===== src/rtl/mem_arbiter.sv =====
// Round-robin arbiter sharing one single-port synchronous memory among NUM_REQ requesters.
// Define MEM_ARB_FIXED_PRIO_EN for fixed priority (lowest index wins) instead of round-robin.
module mem_arbiter #(
    parameter int NUM_REQ    = 3,
    parameter int ADDR_W     = 32,
    parameter int DATA_W     = 32,
    parameter int RD_LATENCY = 1
) (
    input  logic                          clk_i,
    input  logic                          reset_i,
    input  logic [NUM_REQ-1:0]            req_valid_i,
    output logic [NUM_REQ-1:0]            req_ready_o,
    input  logic [NUM_REQ-1:0]            req_we_i,
    input  logic [NUM_REQ*ADDR_W-1:0]     req_addr_i,
    input  logic [NUM_REQ*DATA_W-1:0]     req_wdata_i,
    input  logic [NUM_REQ*DATA_W/8-1:0]   req_wstrb_i,
    output logic [NUM_REQ-1:0]            rsp_valid_o,
    output logic [DATA_W-1:0]             rsp_rdata_o,
    output logic                          mem_en_o,
    output logic [DATA_W/8-1:0]           mem_we_o,
    output logic [ADDR_W-1:0]             mem_addr_o,
    output logic [DATA_W-1:0]             mem_wdata_o,
    input  logic [DATA_W-1:0]             mem_rdata_i
);

    localparam int STRB_W = DATA_W / 8;
    localparam int IDX_W  = $clog2(NUM_REQ);

    logic [IDX_W-1:0] start_idx;
    logic             grant_vld;
    logic [IDX_W-1:0] grant_idx;
    logic [IDX_W-1:0] cand_idx;
    int               cand;
    logic             rd_grant;

    logic             vld_p [RD_LATENCY];
    logic [IDX_W-1:0] idx_p [RD_LATENCY];

`ifdef MEM_ARB_FIXED_PRIO_EN
    assign start_idx = '0;
`else
    logic [IDX_W-1:0] rr_q;

    always_ff @(posedge clk_i or posedge reset_i) begin
        if (reset_i) begin
            rr_q <= '0;
        end else if (grant_vld) begin
            rr_q <= (int'(grant_idx) == NUM_REQ - 1) ? '0 : grant_idx + 1'b1;
        end
    end

    assign start_idx = rr_q;
`endif

    // Scan from start_idx, wrapping modulo NUM_REQ; first valid requester wins.
    always_comb begin
        grant_vld = 1'b0;
        grant_idx = '0;
        cand      = 0;
        cand_idx  = '0;
        for (int i = 0; i < NUM_REQ; i++) begin
            cand = int'(start_idx) + i;
            if (cand >= NUM_REQ) begin
                cand = cand - NUM_REQ;
            end
            cand_idx = IDX_W'(cand);
            if (!grant_vld && req_valid_i[cand_idx]) begin
                grant_vld = 1'b1;
                grant_idx = cand_idx;
            end
        end
        grant_vld = grant_vld & ~reset_i;
    end

    // Command stage: combinational from the winner straight to the memory.
    always_comb begin
        req_ready_o = '0;
        mem_en_o    = grant_vld;
        mem_we_o    = '0;
        mem_addr_o  = req_addr_i[int'(grant_idx)*ADDR_W +: ADDR_W];
        mem_wdata_o = req_wdata_i[int'(grant_idx)*DATA_W +: DATA_W];
        if (grant_vld) begin
            req_ready_o[grant_idx] = 1'b1;
            if (req_we_i[grant_idx]) begin
                mem_we_o = req_wstrb_i[int'(grant_idx)*STRB_W +: STRB_W];
            end
        end
    end

    assign rd_grant = grant_vld & ~req_we_i[grant_idx];

    // Read-ID pipeline: tracks which requester owns the data RD_LATENCY cycles later.
    always_ff @(posedge clk_i or posedge reset_i) begin
        if (reset_i) begin
            for (int s = 0; s < RD_LATENCY; s++) begin
                vld_p[s] <= 1'b0;
            end
        end else begin
            vld_p[0] <= rd_grant;
            for (int s = 1; s < RD_LATENCY; s++) begin
                vld_p[s] <= vld_p[s-1];
            end
        end
    end

    always_ff @(posedge clk_i) begin
        idx_p[0] <= grant_idx;
        for (int s = 1; s < RD_LATENCY; s++) begin
            idx_p[s] <= idx_p[s-1];
        end
    end

    // Response stage: steer the memory data to the issuer of the tail entry.
    always_comb begin
        rsp_valid_o = '0;
        if (vld_p[RD_LATENCY-1]) begin
            rsp_valid_o[idx_p[RD_LATENCY-1]] = 1'b1;
        end
    end

    assign rsp_rdata_o = mem_rdata_i;

endmodule


===== config.mk =====
export PLATFORM = sky130hd
export DESIGN_NAME = mem_arbiter
export DESIGN_NICKNAME = d
export VERILOG_FILES = /design/src/rtl/mem_arbiter.sv
export SDC_FILE = /design/constraint.sdc
export NUM_CORES = 1
export LEC_CHECK = 0
export CAP_MARGIN = 10
export CORE_AREA = 2 2 138 140
export DETAILED_ROUTE_END_ITERATION = 7
export DIE_AREA = 0 0 140 142
export PLACE_DENSITY = 0.55
export SLEW_MARGIN = 20
export SYNTH_ARGS = -nofsm -noshare
export SYNTH_HDL_FRONTEND = slang
export SYNTH_SLANG_ARGS = --single-unit

===== constraint.sdc =====
create_clock -name clk_i -period 2.7 [get_ports clk_i]
set_input_delay 0.54 -clock clk_i [delete_from_list [all_inputs] [get_ports clk_i]]
set_output_delay 0.54 -clock clk_i [all_outputs]
set_load 0.01 [all_outputs]

==> impl_metrics.tcl, run 1 <==
set metrics [dict create \
    post-route-cell-area_sq_mm 0.00690 \
    drtIter0Drc 98 \
    hp-class "input port to async pin" \
    diodes 0 \
    slew_viol_final 0 \
    skew_ns 0.00213 \
    synth_fp_nets 577 \
    layout-drive-gt1-share_pct 45.1 \
    ios 351 \
    ys_seq_area_share_pct 4.94 \
    drtPass1Iterations 6 \
    max_slew.worst_pin.slew_ns 0.363 \
    max_cap_viol_count 0 \
    synthAdderAreaFrac_pct 2.15 \
    grtUsageMet1_pct 13.5 \
    power-per-cell-area_mw_per_mm2 1410 \
    h-tree-depth 1 \
    required_ns 2.16 \
    finalCriticalPeriod_ns 3.19 \
    viasPerCell 4.05 \
    status "finished, violations left" \
    yosys_warnings 0 \
    drc 20 \
    wl_per_cell_um 15.0 \
    tritoncts "yes" \
    max_freq_ghz 0.314 \
    syn_to_final_growth_pct 197 \
    fin_ws_ns -0.489 \
    synth_top_family_by_area "multiplexers" \
    crit_path_end_kind "primary output" \
    critical_path_class "register to primary output" \
    dieArea_sq_mm 0.0199 \
    synth_area_per_cell_sq_um 7.08 \
    place_congestion 0.727 \
    synth_compound_area_share_pct 21.8 \
    gr-total-overflow 0 \
    cts_buffer_depth 2 \
    synth.area.mux_share_pct 32.8 \
    grt_antenna_before_repair 0 \
    top_usage_layer "met2" \
    synth-simple-area-share_pct 19.8 \
    ys_types 41 \
    syn_inst 329 \
    violations "design-rule violations, negative setup slack" \
    grt_pass1_wl_um 18700 \
    use_met2_pct 22.1 \
    cts.clk_slew.worst_paths_ns 0.03 \
    via_count 3725 \
    cp.arrival_ns 2.65 \
    tritoncts_num_sinks 5 \
    placed_area_sq_mm 0.00570 \
    insertion_delay_ns 0.23 \
    row_count 50 \
    final_common_cell "clkdlybuf4s50_1" \
    syn_area_sq_mm 0.00233 \
    power.leakage_uw 0.00288 \
    ant_nets 0 \
    grt_max_degree 25 \
    vdd_drop_max_mv 0.709 \
    drt_wl_total_um 13800 \
    dp_hpwl_um 9660 \
    hold_buffers 0 \
    io_buffer_count 286 \
    synth.top_cells.by_area "mux2i_1 (28%), o21ai_0 (13%), nand2_1 (11%)" \
    num-fill-cells 1876 \
    met3_usage_pct 2.15 \
    final-hold-violation-count 0 \
    start_kind "register" \
    post-place-cells 849 \
    post-route-period-util_pct 118 \
    setup_viol 72 \
    coreArea_sq_mm 0.0185 \
    yosys_register_bits 5 \
    grt.total_usage_pct 11.6 \
    nNetsFinal 934 \
    synth_top_cell_area_share_pct 27.5 \
    first_global_vias 3768 \
    path_max_fanout 6 \
    rsz0062_at_grt "true" \
    chipHeight_um 142 \
    mostFrequentLayoutCells "clkdlybuf4s50_1 (211), buf_6 (62), buf_2 (61), nand2_1 (50), mux2i_1 (44)" \
    fin_util_pct 37.4 \
    die_width_um 140 \
    synth_area_leader_cell "mux2i_1" \
    r2r_setup_slack_ns 0.17 \
    relSlewSlack_pct 75.8 \
    clock-root-buffer "clkbuf_16" \
    fin_cells 919 \
    setup_tns_ns -28.34 \
    cts_buffers 3 \
    synth_xor_area_share_pct 0 \
    start_util_pct 12.6 \
]
[kinds of logic after synthesis]
| kind of cell | after synthesis |
|---|---|
| flip-flops | 5 |
| multiplexers | 73 |
| AO/OA/AOI/OAI | 88 |
| AND/OR/NAND/NOR | 96 |
| buffers and inverters | 63 |
| adder cells (fa/ha/maj) | 4 |
[synthesized netlist by cell type (all sizes together)]
cell type / number
nand2: 68
o21ai: 68
mux2i: 66
buf: 49
clkbuf: 8
a21oi: 7
mux2: 7
inv: 6
nor2: 5
and3b: 4
ha: 4
nor4: 4
dfrtp: 3
nor2b: 3
nor3b: 3
a21boi: 2
and2: 2
dfxtp: 2
nand2b: 2
nand3b: 2
o31ai: 2
a2111oi: 1
a211oi: 1
a221oi: 1
a22o: 1
a22oi: 1
and4: 1
nand3: 1
nor3: 1
o221ai: 1
o22a: 1
o22ai: 1
o2bb2ai: 1
[routing by layer]
metal,share of wire (%),vias to the layer above,routed length [um]
met4,1.2,0,170
li1,-,1850,-
met1,38,1658,5270
met5,0,-,0
met3,7.4,20,1010
met2,53,197,7320
[what timing repair did]
| action | in CTS | in global routing |
|---|---|---|
| cloned | 3 | 7 |
| pin swaps | 17 | 45 |
| resized for setup | 354 | 183 |
| buffers inserted | 39 | 27 |
| setup endpoints to repair | 72 | 72 |
[report_power, final]
group / internal [uW] / leakage (uW) / switching [uW]
combinational: 5300 / 0.00279 / 4050
clock: 196 / 0.0000382 / 47.4
sequential: 111 / 0.0000534 / 28.6
total: 5600 / 0.00288 / 4130
[worst max-delay path: stages (launching register included)]
cell and delay, ns:
dfrtp_2 0.44, ha_4 0.33, mux2i_4 0.28, o22ai_2 0.12, o221ai_2 0.24, nand2_4 0.12, buf_6 0.14, mux2_4 0.33
buf_6 0.13, nor4_4 0.11, buf_2 0.16
[final cells by class]
| class | count | area [sq um] | area share (%) |
|---|---|---|---|
| inverter | 6 | 27.5 | 0.399 |
| timing repair buffer | 409 | 4030 | 58.3 |
| clock buffer | 4 | 78.8 | 1.14 |
| sequential | 5 | 116 | 1.69 |
| tap | 234 | 293 | 4.24 |
| multi-input combinational | 261 | 2360 | 34.2 |
[metrics by stage]
| stage | hold WS [ns] | setup WS [ns] | total power [uW] |
|---|---|---|---|
| 2_1_floorplan | 0.299 | -0.0372 | 3440 |
| 3_3_place_gp | 0.595 | -0.995 | 6950 |
| 3_5_place_dp | 0.597 | -1.03 | 6930 |
| 4_1_cts | 0.617 | -0.537 | 8160 |
| 5_1_grt | 0.664 | -0.597 | 10400 |
| 6_report | 0.645 | -0.489 | 9730 |
[worst paths after layout]
check                         from     endpoint  cells after the start
min in group clk_i         rr_q[0]      rr_q[0]                      3
min reg2reg                rr_q[0]      rr_q[0]                      3
min                        reset_i      rr_q[0]                      3
max in group asynchronous  reset_i      rr_q[1]                      3
max                        rr_q[1]  mem_we_o[2]                     10
max reg2reg                rr_q[1]        vld_p                     10
[flip-flops by register name, indices dropped and copies added, names as in the netlist]
register	flops
vld_p	1
idx_p	2
rr_q	2
Power figures use the tool's default switching activity.
==> run 2, diff against run 1 <==
--- a/config.mk
+++ b/config.mk
@@ -9,6 +9,7 @@
 export CORE_AREA = 2 2 138 140
 export DETAILED_ROUTE_END_ITERATION = 7
 export DIE_AREA = 0 0 140 142
+export GPL_ROUTABILITY_DRIVEN = 0
 export PLACE_DENSITY = 0.55
 export SLEW_MARGIN = 20
 export SYNTH_ARGS = -nofsm -noshare
==> results of run 2 <==
The final DEF is identical to that of run 1; final timing and power are the same.
==> run 3, diff against run 2 <==
--- a/config.mk
+++ b/config.mk
@@ -7,6 +7,7 @@
 export LEC_CHECK = 0
 export CAP_MARGIN = 10
 export CORE_AREA = 2 2 138 140
+export CTS_BUF_LIST = sky130_fd_sc_hd__clkbuf_8
 export DETAILED_ROUTE_END_ITERATION = 7
 export DIE_AREA = 0 0 140 142
 export GPL_ROUTABILITY_DRIVEN = 0
==> impl_metrics.tcl, run 3 (synthesis gave the netlist of run 1 again) <==
set metrics [dict create \
    status "finished, violations left" \
    violations "design-rule violations, negative setup slack" \
    finalCriticalPeriod_ns 3.21 \
    grt_pass1_wl_um 18600 \
    cp_cell_sequence "inv_2 -> ha_2 -> and3b_2 -> buf_4 -> a211oi_4 -> buf_4 -> a21boi_4 -> o21ai_0 -> mux2_4 -> buf_4 -> nor4_4 -> buf_2" \
    cpMostUsedCell "buf_4" \
    cp_slowest_cell "dfrtp_2" \
    required_ns 2.16 \
    wl_per_cell_um 14.3 \
    power-per-cell-area_mw_per_mm2 1370 \
    ios 351 \
    cts.clk_slew.worst_paths_ns 0.03 \
    cp.arrival_ns 2.67 \
    relSlewSlack_pct 77.2 \
    critical_path_class "register to primary output" \
    grt_max_degree 25 \
    drc 20 \
    r2r_cells 12 \
    coreArea_sq_mm 0.0185 \
    cts_buffer_depth 2 \
    grt.total_usage_pct 11.5 \
    r2r_setup_slack_ns 0.15 \
    slowest_delay_ns 0.43 \
    syn_to_final_growth_pct 184 \
    p_switching_uw 3900 \
    fin_ws_ns -0.513 \
    io_buffer_count 286 \
    seq_power_share_pct 1.5 \
    drt_wl_total_um 13000 \
    chipHeight_um 142 \
    final-hold-violation-count 0 \
    r2r_end "vld_p" \
    gr-total-overflow 0 \
    grt_antenna_before_repair 0 \
    fin_cells 914 \
    rr_startpoint "rr_q[1]" \
    tritoncts "yes" \
    drtIter0Drc 85 \
    max_cap_viol_count 0 \
    top_regs "idx_p: 2 flops, rr_q: 2 flops, vld_p: 1 flops" \
    diodes 0 \
    hold_buffers 0 \
    max_freq_ghz 0.311 \
    dieArea_sq_mm 0.0199 \
    via_count 3697 \
    post-place-cells 849 \
    start_kind "register" \
    slew_viol_final 0 \
    insertion_delay_ns 0.22 \
    rsz0062_at_grt "true" \
    clock_power_share_pct 1.4 \
    ant_nets 0 \
    skew_ns 0.000236 \
    dp_hpwl_um 9660 \
    row_count 50 \
    num-fill-cells 1900 \
    first_global_vias 3779 \
    h-tree-depth 1 \
    crit_path_end_kind "primary output" \
    post-route-period-util_pct 119 \
    hp-class "input port to async pin" \
    mostFrequentLayoutCells "clkdlybuf4s50_1 (211), buf_2 (62), nand2_1 (57), buf_6 (54), mux2i_1 (47)" \
    die_width_um 140 \
    cts_buffers 3 \
    start_util_pct 12.6 \
    path_max_fanout 4 \
    viasPerCell 4.04 \
    setup_viol 72 \
    max_slew.worst_pin.slew_ns 0.342 \
    p_sw_share_pct 43.0 \
    power_frac_comb_pct 97.1 \
    drtPass1Iterations 6 \
    power.leakage_uw 0.00276 \
    layout-drive-gt1-share_pct 41.2 \
    final_common_cell "clkdlybuf4s50_1" \
    nNetsFinal 929 \
    vdd_drop_max_mv 0.705 \
    fin_hold_ws_ns 0.638 \
    dp_slack_ns -1.03 \
    p_int_uw 5160 \
    clock-root-buffer "clkbuf_8" \
    tritoncts_num_sinks 5 \
]
run 3: worst max-delay path, delay by kind of cell, from the launching register on:
| kind | cells | cell delay [ns] |
|---|---|---|
| buf+inv | 5 | 0.71 |
| compound gates | 3 | 0.49 |
| flops | 1 | 0.43 |
| simple gates | 2 | 0.34 |
| mux | 1 | 0.30 |
| fa+ha+maj | 1 | 0.18 |
run 3: per-layer routing:
metal  up-vias  routed length, um  part of all wire (%)  GRT usage [%]
met5         -                  0                     0              0
met1      1654               5100                    39           13.5
met4         0                112                  0.86           1.75
li1       1836                  -                     -              -
met2       189               6840                    52           22.1
met3        18                999                   7.7           2.15
run 3: through the flow:
step | utilization [%] | instance area, sq um | total power (uW) | setup TNS (ns)
floorplan | - | 2400 | 3440 | -0.152
global placement | 30.9 | 5700 | 6950 | -56.81
detailed placement | 30.9 | 5700 | 6930 | -58.25
CTS | 33.6 | 6190 | 8060 | -25.41
global route | 35.9 | 6620 | 9660 | -32.11
finish | 35.9 | 6620 | 9060 | -24.77
run 3: timing repair:
action	CTS	global route
gates cloned	3	2
gates resized for setup	354	140
pin swaps	17	31
setup buffers	39	26
setup endpoints to repair	72	72
run 3: layout make-up:
type / instances / area (sq um) / area share, %
clock inverters: 1 / 3.75 / 0.0567
multi-input cells: 261 / 2240 / 33.8
inverters: 6 / 25.0 / 0.378
well taps: 234 / 293 / 4.42
clock buffers: 3 / 41.3 / 0.624
repair buffers: 404 / 3900 / 59.0
flip-flops and latches: 5 / 116 / 1.76
run 3: power groups by stage:
stage / combinational (uW) / sequential (uW) / clock [uW]
2_1_floorplan: 3310 / 129 / 0
3_3_place_gp: 6820 / 128 / 0
3_5_place_dp: 6800 / 129 / 0
4_1_cts: 7780 / 137 / 136
5_1_grt: 9380 / 143 / 138
6_report: 8790 / 137 / 130
run 3: how the worst max path moves through the flow:
stage / cells past startpoint / end / from
final: 12 / mem_we_o[0] / rr_q[1]
after global routing: 12 / mem_we_o[3] / rr_q[1]
after CTS: 11 / mem_we_o[3] / rr_q[1]
after detailed placement: 10 / mem_wdata_o[21] / req_valid_i[2]
after global placement: 10 / mem_wdata_o[21] / req_valid_i[2]
after floorplan: 10 / mem_we_o[0] / rr_q[1]
